## config.mk

```make
export PLATFORM = sky130hd
export DESIGN_NAME = signed_divider_seq
export DESIGN_NICKNAME = d
export VERILOG_FILES = /design/src/rtl/signed_divider_seq.sv
export SDC_FILE = /design/constraint.sdc
export NUM_CORES = 1
export LEC_CHECK = 0
export BUFFER_PORTS_ARGS = -buffer_cell sky130_fd_sc_hd__buf_2
export CELL_PAD_IN_SITES_DETAIL_PLACEMENT = 1
export CELL_PAD_IN_SITES_GLOBAL_PLACEMENT = 2
export CORE_MARGIN = 2
export CORE_UTILIZATION = 23
export CTS_CLUSTER_SIZE = 30
export DETAILED_ROUTE_END_ITERATION = 6
export PLACE_DENSITY_LB_ADDON = 0.1
export SLEW_MARGIN = 10
export SYNTH_ARGS = -nofsm -noshare
export SYNTH_HDL_FRONTEND = slang
export SYNTH_SLANG_ARGS = --single-unit
```

## constraint.sdc

```tcl
create_clock -name clock -period 6.8 [get_ports clock]
set_input_delay 0.34 -clock clock [delete_from_list [all_inputs] [get_ports clock]]
set_output_delay 0.34 -clock clock [all_outputs]
set_load 0.02 [all_outputs]
```

## src/rtl/signed_divider_seq.sv

```systemverilog
// Multi-cycle signed integer divider: restoring division, one quotient bit per cycle, then sign correction.
// Ports: clock/reset (async, active-high); ctrl_DIV starts a division and is sampled only when idle.
//        data_operandA/B are the signed operands, captured on the start edge.
//        data_result/data_remainder/data_exception are registered and held until the next completion.
//        data_resultRDY pulses for one cycle at completion; busy is high while an operation is in flight.
module signed_divider_seq #(
  parameter int WIDTH = 32
) (
  input  logic             clock,
  input  logic             reset,
  input  logic             ctrl_DIV,
  input  logic [WIDTH-1:0] data_operandA,
  input  logic [WIDTH-1:0] data_operandB,
  output logic [WIDTH-1:0] data_result,
  output logic [WIDTH-1:0] data_remainder,
  output logic             data_exception,
  output logic             data_resultRDY,
  output logic             busy
);

  localparam int CNT_W = $clog2(WIDTH);

  typedef enum logic [1:0] {
    S_IDLE,
    S_ITER,
    S_CORRECT,
    S_DONE
  } state_t;

  state_t r_state;
  state_t w_next;

  // Captured operand information
  logic             r_signA;
  logic             r_signB;
  logic             r_bZero;
  logic             r_ovf;
  logic [WIDTH-1:0] r_magB;

  // Iteration state: r_quo starts as |A| and shifts out dividend bits MSB first
  // while quotient bits shift in at the bottom.
  logic [WIDTH-1:0] r_quo;
  logic [WIDTH-1:0] r_rem;
  logic [CNT_W-1:0] r_cnt;

  // Output registers
  logic [WIDTH-1:0] r_result;
  logic [WIDTH-1:0] r_remainder;
  logic             r_exc;
  logic             r_rdy;

  logic [WIDTH-1:0] w_magA;
  logic [WIDTH-1:0] w_magB;
  logic             w_aZero;
  logic             w_bZero;
  logic             w_ovf;
  logic [WIDTH:0]   w_shift;
  logic [WIDTH:0]   w_trial;
  logic             w_last;

  // Negating the most negative value wraps back to itself, which read as
  // unsigned is exactly 2^(WIDTH-1), so a plain negate gives the magnitude.
  assign w_magA  = data_operandA[WIDTH-1] ? -data_operandA : data_operandA;
  assign w_magB  = data_operandB[WIDTH-1] ? -data_operandB : data_operandB;
  assign w_aZero = (data_operandA == '0);
  assign w_bZero = (data_operandB == '0);
  // Only -2^(WIDTH-1) / -1 has a quotient that cannot be represented.
  assign w_ovf   = (data_operandA == {1'b1, {(WIDTH-1){1'b0}}}) && (data_operandB == '1);

  // The partial remainder stays below |B| <= 2^(WIDTH-1), so after shifting it
  // fits in WIDTH bits; the extra top bit of the trial difference is its sign.
  assign w_shift = {r_rem, r_quo[WIDTH-1]};
  assign w_trial = w_shift - {1'b0, r_magB};
  assign w_last  = (r_cnt == CNT_W'(WIDTH - 1));

  always_ff @(posedge clock or posedge reset) begin
    if (reset) begin
      r_state <= S_IDLE;
    end else begin
      r_state <= w_next;
    end
  end

  always_comb begin
    w_next = r_state;
    case (r_state)
      S_IDLE: begin
        if (ctrl_DIV) begin
          w_next = (w_aZero || w_bZero) ? S_DONE : S_ITER;
        end
      end
      S_ITER: begin
        if (w_last) begin
          w_next = S_CORRECT;
        end
      end
      S_CORRECT: w_next = S_IDLE;
      S_DONE:    w_next = S_IDLE;
      default:   w_next = S_IDLE;
    endcase
  end

  always_ff @(posedge clock or posedge reset) begin
    if (reset) begin
      r_signA     <= 1'b0;
      r_signB     <= 1'b0;
      r_bZero     <= 1'b0;
      r_ovf       <= 1'b0;
      r_magB      <= '0;
      r_quo       <= '0;
      r_rem       <= '0;
      r_cnt       <= '0;
      r_result    <= '0;
      r_remainder <= '0;
      r_exc       <= 1'b0;
      r_rdy       <= 1'b0;
    end else begin
      r_rdy <= 1'b0;
      case (r_state)
        S_IDLE: begin
          if (ctrl_DIV) begin
            r_signA <= data_operandA[WIDTH-1];
            r_signB <= data_operandB[WIDTH-1];
            r_bZero <= w_bZero;
            r_ovf   <= w_ovf;
            r_magB  <= w_magB;
            r_quo   <= w_magA;
            r_rem   <= '0;
            r_cnt   <= '0;
          end
        end
        S_ITER: begin
          if (!w_trial[WIDTH]) begin
            r_rem <= w_trial[WIDTH-1:0];
            r_quo <= {r_quo[WIDTH-2:0], 1'b1};
          end else begin
            r_rem <= w_shift[WIDTH-1:0];
            r_quo <= {r_quo[WIDTH-2:0], 1'b0};
          end
          r_cnt <= r_cnt + CNT_W'(1);
        end
        S_CORRECT: begin
          // Truncating division: quotient sign is the XOR of operand signs,
          // remainder follows the dividend. The overflow case wraps naturally.
          r_result    <= (r_signA ^ r_signB) ? -r_quo : r_quo;
          r_remainder <= r_signA ? -r_rem : r_rem;
          r_exc       <= r_ovf;
          r_rdy       <= 1'b1;
        end
        S_DONE: begin
          // Zero dividend or zero divisor: both results are zero; only a
          // zero divisor raises the exception.
          r_result    <= '0;
          r_remainder <= '0;
          r_exc       <= r_bZero;
          r_rdy       <= 1'b1;
        end
        default: begin
          r_rdy <= 1'b0;
        end
      endcase
    end
  end

  assign data_result    = r_result;
  assign data_remainder = r_remainder;
  assign data_exception = r_exc;
  assign data_resultRDY = r_rdy;
  // busy drops on the same edge that raises data_resultRDY, which is the edge
  // returning the FSM to IDLE.
  assign busy           = (r_state != S_IDLE);

endmodule

```

==> qor.yml <==
logic_synthesis:
  yosys.area_share.simple: 0.138
  synth_area_sq_mm: 0.0111
  yosysTopAreaCellShare: 0.389
  synth_area_per_cell_sq_um: 8.82
  synth_compound_area_frac: 0.213
  synth_cell_types: 64
  synth-seq-area-share: 0.389
  yosysTopAreaCell: "dfrtp_1"
  synth_mux_area_frac: 0.0334
  yosysWarnings: 0
  ys_ff_latch: 173
  synth-edff-count: 0
  synth_fa_ha_area_frac: 0.0457
  synth_top_family_by_area: "compound AO/OA/AOI/OAI gates"
  syn_nets: 1367
  async_flop_share: 1.00
  yosys-top-cells-area: "dfrtp_1 39%, xor2_1 8.4%, o21ai_0 6.1%"
  synthCells: 1260
  synthFlopType: "dfrtp_1"
  synth-xor-area-share: 0.117
cts:
  cts_buffers: 17
  clkLatencyLatePin_ns: 0.50
  clkTransAtPathRegs_ns: 0.08
  cts_tree: "yes"
  cts.hold.buffers_added: 0
  cts.sinks: 173
  cts_setup_buffers: 0
  clk_path_buf_depth: 2
  clockRootBuffer: "clkbuf_16"
  cts_resized: 0
  h-tree-depth: 4
routing:
  dr.first_iter.drc_count: 370
  via_per_inst: 4.74
  wl_per_cell_um: 18.7
  antenna_left: 0
  first_pass_iters: 4
  finalWirelength_um: 37000
  drc: 0
  vias: 9379
run_status:
  status: "completed"
placed_design:
  hpwlAfterDp_um: 27100
  place_congestion: 0.782
  post-place-ws_ns: 2.65
  io_buffers: 133
timing:
  period_minus_slack_ns: 4.12
  post-route-period-util: 0.606
  finalSetupTns_ns: 0
  worst_pin_slew_ns: 1.11
  whs_ns: 0.00516
  skew_ns: 0.00999
  slew_headroom: 0.261
  worst_slack_ns: 2.68
  hold_violations: 0
  rsz0062_at_grt: "no"
  fmax_mhz: 243
  setup_violations: 0
  maxSlewViolCount: 0
power:
  comb_power_share: 0.578
  p_sw_w: 0.00333
  p_per_area_mw_per_mm2: 544
  p_int_w: 0.00376
  swShare: 0.470
  power_frac_seq: 0.269
  p_clk_frac: 0.153
  p_leak_nw: 5.81
  vdd_drop_max_mv: 0.254
critical_path:
  worstSetupPathType: "flop to flop"
  cp_slowest_cell: "or2_2"
  critical-path-max-stage-delay_ns: 0.89
  cp.required_ns: 7.18
  path_max_fanout: 33
  critical_path_arrival_ns: 4.50
  cp-start-kind: "flop"
  critPathCaptureType: "flop"
  worstPathCellList: "inv_1 > ha_1 > fa_1 > nor2b_1 > o21ai_1 > a21oi_1 > o21ai_1 > o31ai_2 > nand3_1 > a21oi_1 > or2_2 > o21ai_0 > a31o_2"
cells_and_area:
  final_nets: 1459
  fill_cells: 5540
  layout-drive-gt1-share: 0.151
  final_util: 0.273
  final_cell_mix: "172 x dfrtp_1, 136 x o21ai_0, 133 x buf_2"
  diodes: 0
  final_common_cell: "dfrtp_1"
  syn2layout_area_growth_pct: 17.1
die:
  die_y_um: 224
  die_w_um: 224
  rows: 80
  pin_count: 134
  die_area_sq_mm: 0.0501
  start_util: 0.233
  core_sq_mm: 0.0477
run:
  drv_cap: 0
global_route:
  antenna_found_initial: 0
  grt_pass1_wl_um: 57900
  grt_pass1_vias: 9715
  gr-total-overflow: 0
  grt_max_degree: 111
  track_usage: 0.152
worst_hold_path:
  min_path_type: "primary input to asynchronous set/reset pin"
==> metrics by stage <==
step,cells,area (sq um),total power (W)
after global routing,1980,13000,0.00781
final,1980,13000,0.00709
after CTS,1980,13000,0.00724
after global placement,1948,12400,0.00608
after floorplan,1260,11100,0.00492
after detailed placement,1948,12400,0.00611
==> worst paths after layout <==
check	slack (ns)	end	cells after the start	startpoint
hold reg to reg	0.48	r_magB[7]$_DFFE_PP0P_	2	r_magB[7]$_DFFE_PP0P_
setup reg to reg	2.68	r_rem[19]$_DFFE_PP0P_	13	r_quo[31]$_DFFE_PP0P_
setup / recovery	2.68	r_rem[19]$_DFFE_PP0P_	13	r_quo[31]$_DFFE_PP0P_
hold / removal	0.005	data_result[9]$_DFFE_PP0P_	2	reset
min in group clock	0.15	r_quo[21]$_DFFE_PP0P_	3	data_operandA[21]
max in group asynchronous	5.30	r_magB[12]$_DFFE_PP0P_	3	reset
==> power groups by stage <==
stage	clock [W]	combinational (W)	sequential, W
after floorplan	0	0.00307	0.00185
after global routing	0.00117	0.00465	0.00198
after CTS	0.00114	0.00419	0.00191
final	0.00109	0.00410	0.00190
after detailed placement	0	0.00417	0.00193
after global placement	0	0.00416	0.00192
==> critical path: cells and delay by family (launching register included) <==
kind / cells / cell delay, ns
simple gates: 3 / 1.22
flops: 1 / 0.36
fa+ha+maj: 2 / 0.63
buf+inv: 1 / 0.08
compound gates: 7 / 1.69
==> cells in the mapped netlist, types with 3 or more instances <==
library cell / count
nand3_1: 38
xor2_1: 107
a22oi_1: 27
o22ai_1: 65
nor3_1: 16
clkbuf_1: 59
o21ai_1: 6
o21ai_0: 136
or4_4: 5
inv_1: 114
nor2_1: 37
or4_1: 15
xnor2_1: 42
nand2_1: 110
dfrtp_1: 173
mux2i_1: 36
or2_2: 5
o31ai_1: 31
a21o_1: 16
a21oi_1: 34
o21a_1: 4
or3_1: 12
nand2b_1: 16
buf_1: 5
nand4_1: 10
nand3b_1: 3
nor4_1: 6
and3_1: 9
a31oi_1: 6
buf_2: 6
nor2b_1: 10
ha_1: 39
o41ai_1: 20
o211ai_1: 5
==> per-layer routing <==
| layer | GRT usage | share of wire | routed length, um |
|---|---|---|---|
| met1 | 0.221 | 0.53 | 19700 |
| met2 | 0.226 | 0.43 | 15900 |
| met3 | 0.0376 | 0.027 | 1010 |
| met4 | 0.0327 | 0.0094 | 347 |
| met5 | 0 | 0 | 0 |
==> cell families after synthesis <==
family                     count (synthesis)
buffers and inverters                    184
xor gates and xnor gates                 149
DFF                                      173
and+or+nand+nor                          304
adders and majority gates                 40
AOI/OAI and AO/OA                        373
muxes                                     37
==> flip-flops by register name (all words and copies together), names as in the netlist <==
signal,flops
r_bZero,1
r_ovf,1
data_remainder,32
data_exception,1
r_rem,32
data_resultRDY,1
r_state,2
r_magB,32
r_signB,1
data_result,32
r_quo,32
r_signA,1
r_cnt,5
==> area by class of cell <==
type,instances,area [sq um],area share
multi-input combinational,903,6130,0.470
sequential,173,4330,0.333
tap,615,769,0.0591
timing repair buffer,143,741,0.0569
clock buffer,18,439,0.0337
inverter,114,435,0.0334
clock inverter,14,183,0.0140
Power figures use the tool's default switching activity.
